**src/rtl/rb_seq_pkg.sv**
```systemverilog
// Shared types and widths for the register-bank instruction sequencer.
package rb_seq_pkg;

  localparam int unsigned REG_IDX_W       = 4;
  localparam int unsigned OP_W            = 4;
  localparam int unsigned DEF_TIMEOUT_CYC = 255;

  typedef enum logic [2:0] {
    ST_IDLE  = 3'd0,
    ST_READ  = 3'd1,
    ST_EXEC  = 3'd2,
    ST_WAIT  = 3'd3,
    ST_WRITE = 3'd4
  } state_e;

endpackage

```
**src/rtl/rb_seq_if.sv**
```systemverilog
// Instruction issue handshake between an issuer (master) and the sequencer (slave).
interface rb_seq_if;
  import rb_seq_pkg::*;

  logic                 instr_valid;
  logic                 instr_ready;
  logic [REG_IDX_W-1:0] instr_src1;
  logic [REG_IDX_W-1:0] instr_src2;
  logic [REG_IDX_W-1:0] instr_dest;
  logic [OP_W-1:0]      instr_op;
  logic                 instr_wb;

  modport master (
    output instr_valid, instr_src1, instr_src2, instr_dest, instr_op, instr_wb,
    input  instr_ready
  );

  modport slave (
    input  instr_valid, instr_src1, instr_src2, instr_dest, instr_op, instr_wb,
    output instr_ready
  );
endinterface

```
**src/rtl/rb_seq_timer.sv**
```systemverilog
// WAIT-state cycle counter: clears outside WAIT, counts while enabled, flags the last allowed cycle.
module rb_seq_timer #(
  parameter int unsigned TIMEOUT_CYC = 255
) (
  input  logic clk,
  input  logic rst,
  input  logic clr,
  input  logic en,
  output logic expire
);
  localparam logic [7:0] LAST_CNT = 8'(TIMEOUT_CYC - 1);

  logic [7:0] cnt_q, cnt_d;

  always_comb begin
    cnt_d = cnt_q;
    if (clr)     cnt_d = 8'd0;
    else if (en) cnt_d = cnt_q + 8'd1;
  end

  always_ff @(posedge clk or posedge rst) begin
    if (rst) cnt_q <= 8'd0;
    else     cnt_q <= cnt_d;
  end

  // Counter value k-1 during the k-th WAIT cycle, so this fires in cycle TIMEOUT_CYC.
  assign expire = en && (cnt_q == LAST_CNT);
endmodule

```
**src/rtl/rb_sequencer.sv**
```systemverilog
// Five-state register-bank/ALU instruction sequencer with WAIT timeout.
// Optional retired-instruction counter enabled by defining RB_SEQ_PERFCNT_EN.
module rb_sequencer
  import rb_seq_pkg::*;
#(
  parameter int unsigned TIMEOUT_CYC = DEF_TIMEOUT_CYC
) (
  input  logic                 clk,
  input  logic                 rst,
  rb_seq_if.slave              instr,
  output logic                 rb_rd1,
  output logic                 rb_rd2,
  output logic                 rb_wr,
  output logic [REG_IDX_W-1:0] rb_src1,
  output logic [REG_IDX_W-1:0] rb_src2,
  output logic [REG_IDX_W-1:0] rb_dest,
  output logic                 alu_start,
  output logic [OP_W-1:0]      alu_op,
  input  logic                 alu_done,
  output logic                 busy,
  output logic                 done,
  output logic                 err,
  output logic [31:0]          instr_count
);
  state_e               state_q, state_d;
  logic [REG_IDX_W-1:0] src1_q, src1_d, src2_q, src2_d, dest_q, dest_d;
  logic [OP_W-1:0]      op_q, op_d;
  logic                 wb_q, wb_d;
  logic                 err_q, err_d;
  logic                 tmr_expire;

  rb_seq_timer #(.TIMEOUT_CYC(TIMEOUT_CYC)) u_timer (
    .clk    (clk),
    .rst    (rst),
    .clr    (state_q != ST_WAIT),
    .en     (state_q == ST_WAIT),
    .expire (tmr_expire)
  );

  always_comb begin
    state_d = state_q;
    src1_d  = src1_q;
    src2_d  = src2_q;
    dest_d  = dest_q;
    op_d    = op_q;
    wb_d    = wb_q;
    err_d   = 1'b0;
    case (state_q)
      ST_IDLE: begin
        if (instr.instr_valid) begin
          src1_d  = instr.instr_src1;
          src2_d  = instr.instr_src2;
          dest_d  = instr.instr_dest;
          op_d    = instr.instr_op;
          wb_d    = instr.instr_wb;
          state_d = ST_READ;
        end
      end
      ST_READ:  state_d = ST_EXEC;
      ST_EXEC:  state_d = ST_WAIT;
      ST_WAIT: begin
        // A result arriving in the final allowed cycle still wins over the timeout.
        if (alu_done) begin
          state_d = ST_WRITE;
        end else if (tmr_expire) begin
          state_d = ST_IDLE;
          err_d   = 1'b1;
        end
      end
      ST_WRITE: state_d = ST_IDLE;
      default:  state_d = ST_IDLE;
    endcase
  end

  always_ff @(posedge clk or posedge rst) begin
    if (rst) begin
      state_q <= ST_IDLE;
      src1_q  <= '0;
      src2_q  <= '0;
      dest_q  <= '0;
      op_q    <= '0;
      wb_q    <= 1'b0;
      err_q   <= 1'b0;
    end else begin
      state_q <= state_d;
      src1_q  <= src1_d;
      src2_q  <= src2_d;
      dest_q  <= dest_d;
      op_q    <= op_d;
      wb_q    <= wb_d;
      err_q   <= err_d;
    end
  end

  assign instr.instr_ready = (state_q == ST_IDLE);
  assign busy      = (state_q != ST_IDLE);
  assign rb_rd1    = (state_q == ST_READ);
  assign rb_rd2    = (state_q == ST_READ);
  assign alu_start = (state_q == ST_EXEC);
  assign done      = (state_q == ST_WRITE);
  assign rb_wr     = (state_q == ST_WRITE) && wb_q && (dest_q != '0);
  assign err       = err_q;
  assign rb_src1   = src1_q;
  assign rb_src2   = src2_q;
  assign rb_dest   = dest_q;
  assign alu_op    = op_q;

`ifdef RB_SEQ_PERFCNT_EN
  logic [31:0] icnt_q, icnt_d;

  always_comb begin
    icnt_d = icnt_q;
    if (state_q == ST_WRITE) icnt_d = icnt_q + 32'd1;
  end

  always_ff @(posedge clk or posedge rst) begin
    if (rst) icnt_q <= 32'd0;
    else     icnt_q <= icnt_d;
  end

  assign instr_count = icnt_q;
`else
  assign instr_count = 32'd0;
`endif
endmodule

```
**src/flat_wrapper.sv**
```systemverilog
// flat-port wrapper written by rule: the top's interface ports become plain ports
module rb_sequencer_flat import rb_seq_pkg::*;
#(
  parameter int unsigned TIMEOUT_CYC = DEF_TIMEOUT_CYC
)
  (clk, rst, rb_rd1, rb_rd2, rb_wr, rb_src1, rb_src2, rb_dest, alu_start, alu_op, alu_done, busy, done, err, instr_count, instr_instr_valid, instr_instr_src1, instr_instr_src2, instr_instr_dest, instr_instr_op, instr_instr_wb, instr_instr_ready);
  rb_seq_if instr_i ();
  input  logic clk;
  input  logic rst;
  output logic rb_rd1;
  output logic rb_rd2;
  output logic rb_wr;
  output logic [REG_IDX_W-1:0] rb_src1;
  output logic [REG_IDX_W-1:0] rb_src2;
  output logic [REG_IDX_W-1:0] rb_dest;
  output logic alu_start;
  output logic [OP_W-1:0] alu_op;
  input  logic alu_done;
  output logic busy;
  output logic done;
  output logic err;
  output logic [31:0] instr_count;
  input wire logic [$bits(instr_i.instr_valid)-1:0] instr_instr_valid;
  input wire logic [$bits(instr_i.instr_src1)-1:0] instr_instr_src1;
  input wire logic [$bits(instr_i.instr_src2)-1:0] instr_instr_src2;
  input wire logic [$bits(instr_i.instr_dest)-1:0] instr_instr_dest;
  input wire logic [$bits(instr_i.instr_op)-1:0] instr_instr_op;
  input wire logic [$bits(instr_i.instr_wb)-1:0] instr_instr_wb;
  output wire logic [$bits(instr_i.instr_ready)-1:0] instr_instr_ready;
  assign instr_i.instr_valid = instr_instr_valid;
  assign instr_i.instr_src1 = instr_instr_src1;
  assign instr_i.instr_src2 = instr_instr_src2;
  assign instr_i.instr_dest = instr_instr_dest;
  assign instr_i.instr_op = instr_instr_op;
  assign instr_i.instr_wb = instr_instr_wb;
  assign instr_instr_ready = instr_i.instr_ready;
  rb_sequencer #(.TIMEOUT_CYC(TIMEOUT_CYC)) u_core (.clk(clk), .rst(rst), .instr(instr_i), .rb_rd1(rb_rd1), .rb_rd2(rb_rd2), .rb_wr(rb_wr), .rb_src1(rb_src1), .rb_src2(rb_src2), .rb_dest(rb_dest), .alu_start(alu_start), .alu_op(alu_op), .alu_done(alu_done), .busy(busy), .done(done), .err(err), .instr_count(instr_count));
endmodule
```
**config.mk**
```make
export PLATFORM = sky130hd
export DESIGN_NAME = rb_sequencer_flat
export DESIGN_NICKNAME = d
export VERILOG_FILES = /design/src/rtl/rb_seq_pkg.sv /design/src/rtl/rb_seq_if.sv /design/src/rtl/rb_seq_timer.sv /design/src/rtl/rb_sequencer.sv /design/src/flat_wrapper.sv
export SDC_FILE = /design/constraint.sdc
export NUM_CORES = 1
export LEC_CHECK = 0
export CAP_MARGIN = 20
export CORE_ASPECT_RATIO = 1.25
export CORE_MARGIN = 5
export CORE_UTILIZATION = 36
export DETAILED_ROUTE_END_ITERATION = 10
export HOLD_SLACK_MARGIN = 0.03
export PLACE_DENSITY = 0.76
export SETUP_SLACK_MARGIN = 0.15
export SLEW_MARGIN = 10
export SYNTH_ARGS = -nofsm -noshare
export SYNTH_HDL_FRONTEND = slang
export SYNTH_HIERARCHICAL = 1
export SYNTH_SLANG_ARGS = --single-unit
```
**constraint.sdc**
```tcl
create_clock -name clk -period 1.68 [get_ports clk]
set_input_delay 0.504 -clock clk [delete_from_list [all_inputs] [get_ports clk]]
set_output_delay 0.504 -clock clk [all_outputs]
set_load 0.005 [all_outputs]
```
==> results of run 1 <==
-- worst max-delay path by stage --
stage,start,to,slack (ps),depth (start not counted)
after floorplan,u_core/state_q[2],u_core/alu_op[3],80,4
after global placement,u_core/rb_dest[3],rb_wr,-280,3
after detailed placement,u_core/rb_dest[3],rb_wr,-300,3
after CTS,u_core/rb_dest[3],rb_wr,-280,3
after global routing,u_core/rb_dest[2],rb_wr,-390,3
final,u_core/rb_dest[2],rb_wr,-340,3
-- registers in the layout (all words and copies together) (netlist names) --
| register | cells |
|---|---|
| u_core/u_timer/cnt_q | 8 |
| u_core/err | 1 |
| u_core/state_q | 3 |
| u_core/rb_src2 | 4 |
| u_core/alu_op | 4 |
| u_core/rb_src1 | 4 |
| u_core/rb_dest | 4 |
| u_core/wb_q | 1 |
-- through the flow --
step           total power, µW  instance area (µm²)  std cells  hold WS (ps)  utilization, %
2_1_floorplan             1860                 1680        169           320               -
3_3_place_gp              2560                 2000        244           468            48.5
3_5_place_dp              2590                 2000        244           487            48.5
4_1_cts                   3700                 2340        261           451            56.6
5_1_grt                   4220                 2470        270           472            59.8
6_report                  3990                 2470        270           448            59.8
-- final cells by class --
type,count,area (µm²)
clock buffer,5,68.8
clock inverter,2,35.0
fill,327,1660
inverter,7,26.3
multi-input combinational,94,767
sequential,29,726
tap,56,70.1
timing repair buffer,77,776
-- cells by family after synthesis --
kind of cell,share of synthesized area [%]
buffers and inverters,21.0
flip-flops,46.5
AND/OR/NAND/NOR,12.2
multiplexers,12.3
AO/OA/AOI/OAI,3.93
XOR/XNOR,2.25
adder cells (fa/ha/maj),1.60
other,0.240
-- cell usage after synthesis, types with 2 or more instances --
cell type	instances
a211oi_1	2
nor2_1	9
a21oi_1	3
nor3b_1	3
ha_1	2
o21ai_0	3
nand2_1	3
dfrtp_1	29
nand4_1	4
mux2_2	16
or3_1	4
xor2_1	3
buf_4	33
buf_6	4
inv_1	7
-- placed cells by master, fill, tap and decap left out, types with 2 or more instances in the layout --
cell type | netlist | layout
conb_1 | 1 | 32
buf_4 | 33 | 13
inv_1 | 7 | 5
ha_1 | 2 | 2
o21ai_0 | 3 | 2
nand2_1 | 3 | 2
inv_2 | 0 | 2
dfrtp_1 | 29 | 29
nor3b_4 | 0 | 2
or3_4 | 0 | 3
a21oi_2 | 0 | 2
clkdlybuf4s50_1 | 0 | 19
dlygate4sd2_1 | 0 | 14
nand4_1 | 4 | 4
nor2_4 | 0 | 2
clkbuf_16 | 0 | 2
clkbuf_8 | 0 | 5
xor2_1 | 3 | 3
nor2_1 | 9 | 7
buf_2 | 1 | 3
mux2_4 | 0 | 17
buf_6 | 4 | 24
-- repair_timing --
| item | in CTS | in global routing |
|---|---|---|
| pin swaps | 11 | 8 |
| buffers inserted | 8 | 9 |
| gates cloned | 2 | 0 |
| endpoints found under the setup margin | 45 | 36 |
| resized for setup | 92 | 25 |
-- layer usage --
layer,track usage (%),routed length [µm],vias up
li1,-,-,545
met2,21.5,2120,61
met4,7.62,114,0
met3,4.31,313,10
met5,0,0,-
met1,14.8,1450,591
-- worst max-delay path: stages, from the launching register on --
cell and delay, ps:
dfrtp_1 380, or4_1 550, and3_1 170, buf_2 130
-- power by group through the flow --
stage | clock network (µW) | logic (µW) | registers [µW]
after floorplan | 0 | 737 | 1120
after global placement | 0 | 1450 | 1110
after detailed placement | 0 | 1460 | 1130
after CTS | 701 | 1880 | 1130
after global routing | 741 | 2290 | 1190
final | 687 | 2150 | 1150
==> summary.md, run 1 <==
| Metric | Value |
|---|---|
| First-pass GRT wire length | around 5600 µm |
| CP Data Required Time | 1180 ps |
| Chip Height | 83.6 µm |
| Final WL | 3990 µm |
| Final Cycle Share | 120% |
| F_max | 495 MHz |
| Mean Syn Cell Area | about 11 µm² |
| Violated checks | setup timing |
| Post-Route Skew | ~7.8 ps |
| Tmin final | 2020 ps |
| Post-DP HPWL | 2460 µm |
| Max Cap Violations | 0 |
| Final setup fails | 17 |
| Status | complete, but fails checks |
| PD cells | 1620 nW/µm² |
| Post-route ant nets | 0 |
| Initial antenna violation count | 0 |
| Worst-path fanout max | 2 |
| RSZ-0062 raised after global routing | yes |
| GR Overflow Total | 0 |
| Worst skew pair latency | 290 ps |
| Worst setup EP type | output port |
| Row count | 26 |
| Clock H-tree levels | 2 |
| Ys Warns | 6 |
| TritonRoute pass-1 iters | 4 |
| Asr flop ratio synth | between 90% and 100% |
| WP data arrival | 1520 ps |
| DR vias/cell | 4.47 |
| Area leader, netlist | dfrtp_1 |
| Switching share of power | 30.5% |
| Overall Global Routing Usage | 13.3% |
| Detailed Route Iter0 Violations | 7 |
| Proportion of layout cells with a drive suffix above 1 | 39.3% |
| Worst Hold Class | input port to async pin |
| Seq/Total Area, Yosys | 46.5% |
| PnR worst setup slack | -340 ps |
| Area Overhead vs Synth | 58.2% |
| R2R Setup Slk | -40 ps |
| Root Buffer | clkbuf_8 |
| Crit path kind | register to output port |
| EDFF count, synth | 0 |
| Sum of negative setup slack | -1200 ps |
| NetSw | 1220 µW |
| Largest net degree at the start of global routing | 11 |
| RR Startpoint | u_core/state_q[0] |
| Final Hold Fails | 0 |
| Port bufs | between 40 and 50 |
| Pre-CTS worst setup slack | -301 ps |
| Initial core utilization | 37.8% |
| Bufs on Longest Clock Path | 2 |
| Synth Flop Type | dfrtp_1 |
| Die Wd | 68.9 µm |
| CP Launch Type | register |
| Core box area | 4130 µm² |
| Vias | around 1200 |
| Max VDD drop | a little under 1 mV |
| Post-Syn Instances | 138 |
| I/O Pins | a little under 80 |
| Worst reg2reg path endpoint | u_core/rb_src1[3] |
| ANT cells | 0 |
| Register share of total power | 28.8% |
| Max Slew Vio Count | 0 |
| Cts hold-fix bufs | 0 |
| Top-area cell type share of the netlist area | 46.5% |
| Unique masters post-synth | 28 |
| DRC viols | 0 |
| Leak Pwr | 0.00120 µW |
| Total CTS buffers | 5 |
| Wirelength per Cell | 14.8 µm |
| Clk pwr share | roughly 17% |
| FF+latch count, synth | 29 |
| Mapped Area | 1560 µm² |
| Die area | about 5800 µm² |
| CTS tree | yes |
| Global placement routability congestion | 0.726 |
| Clock sink total | 29 |
| Vias in the first global route | 1187 |
| Int Pwr | 2770 µW |
| Final net count | 237 |
| Cells on worst reg2reg path | 6 |
| Combinational Power Share | a little over half |
| Worst-path clk slew | around 60 ps |
| Synth top area cells | dfrtp_1 47%, buf_4 16%, mux2_2 12%, buf_6 2.9%, nor2_1 2.2% |
No activity file was read; power rests on OpenSTA's default activity.
==> run 2: changes to the inputs <==
--- a/config.mk
+++ b/config.mk
@@ -5,6 +5,7 @@
 export SDC_FILE = /design/constraint.sdc
 export NUM_CORES = 1
 export LEC_CHECK = 0
+export ABC_CLOCK_PERIOD_IN_PS = 1680
 export CAP_MARGIN = 20
 export CORE_ASPECT_RATIO = 1.25
 export CORE_MARGIN = 5
==> results of run 2 <==
Same layout as run 1: the final DEF is identical, and so are final timing and power.
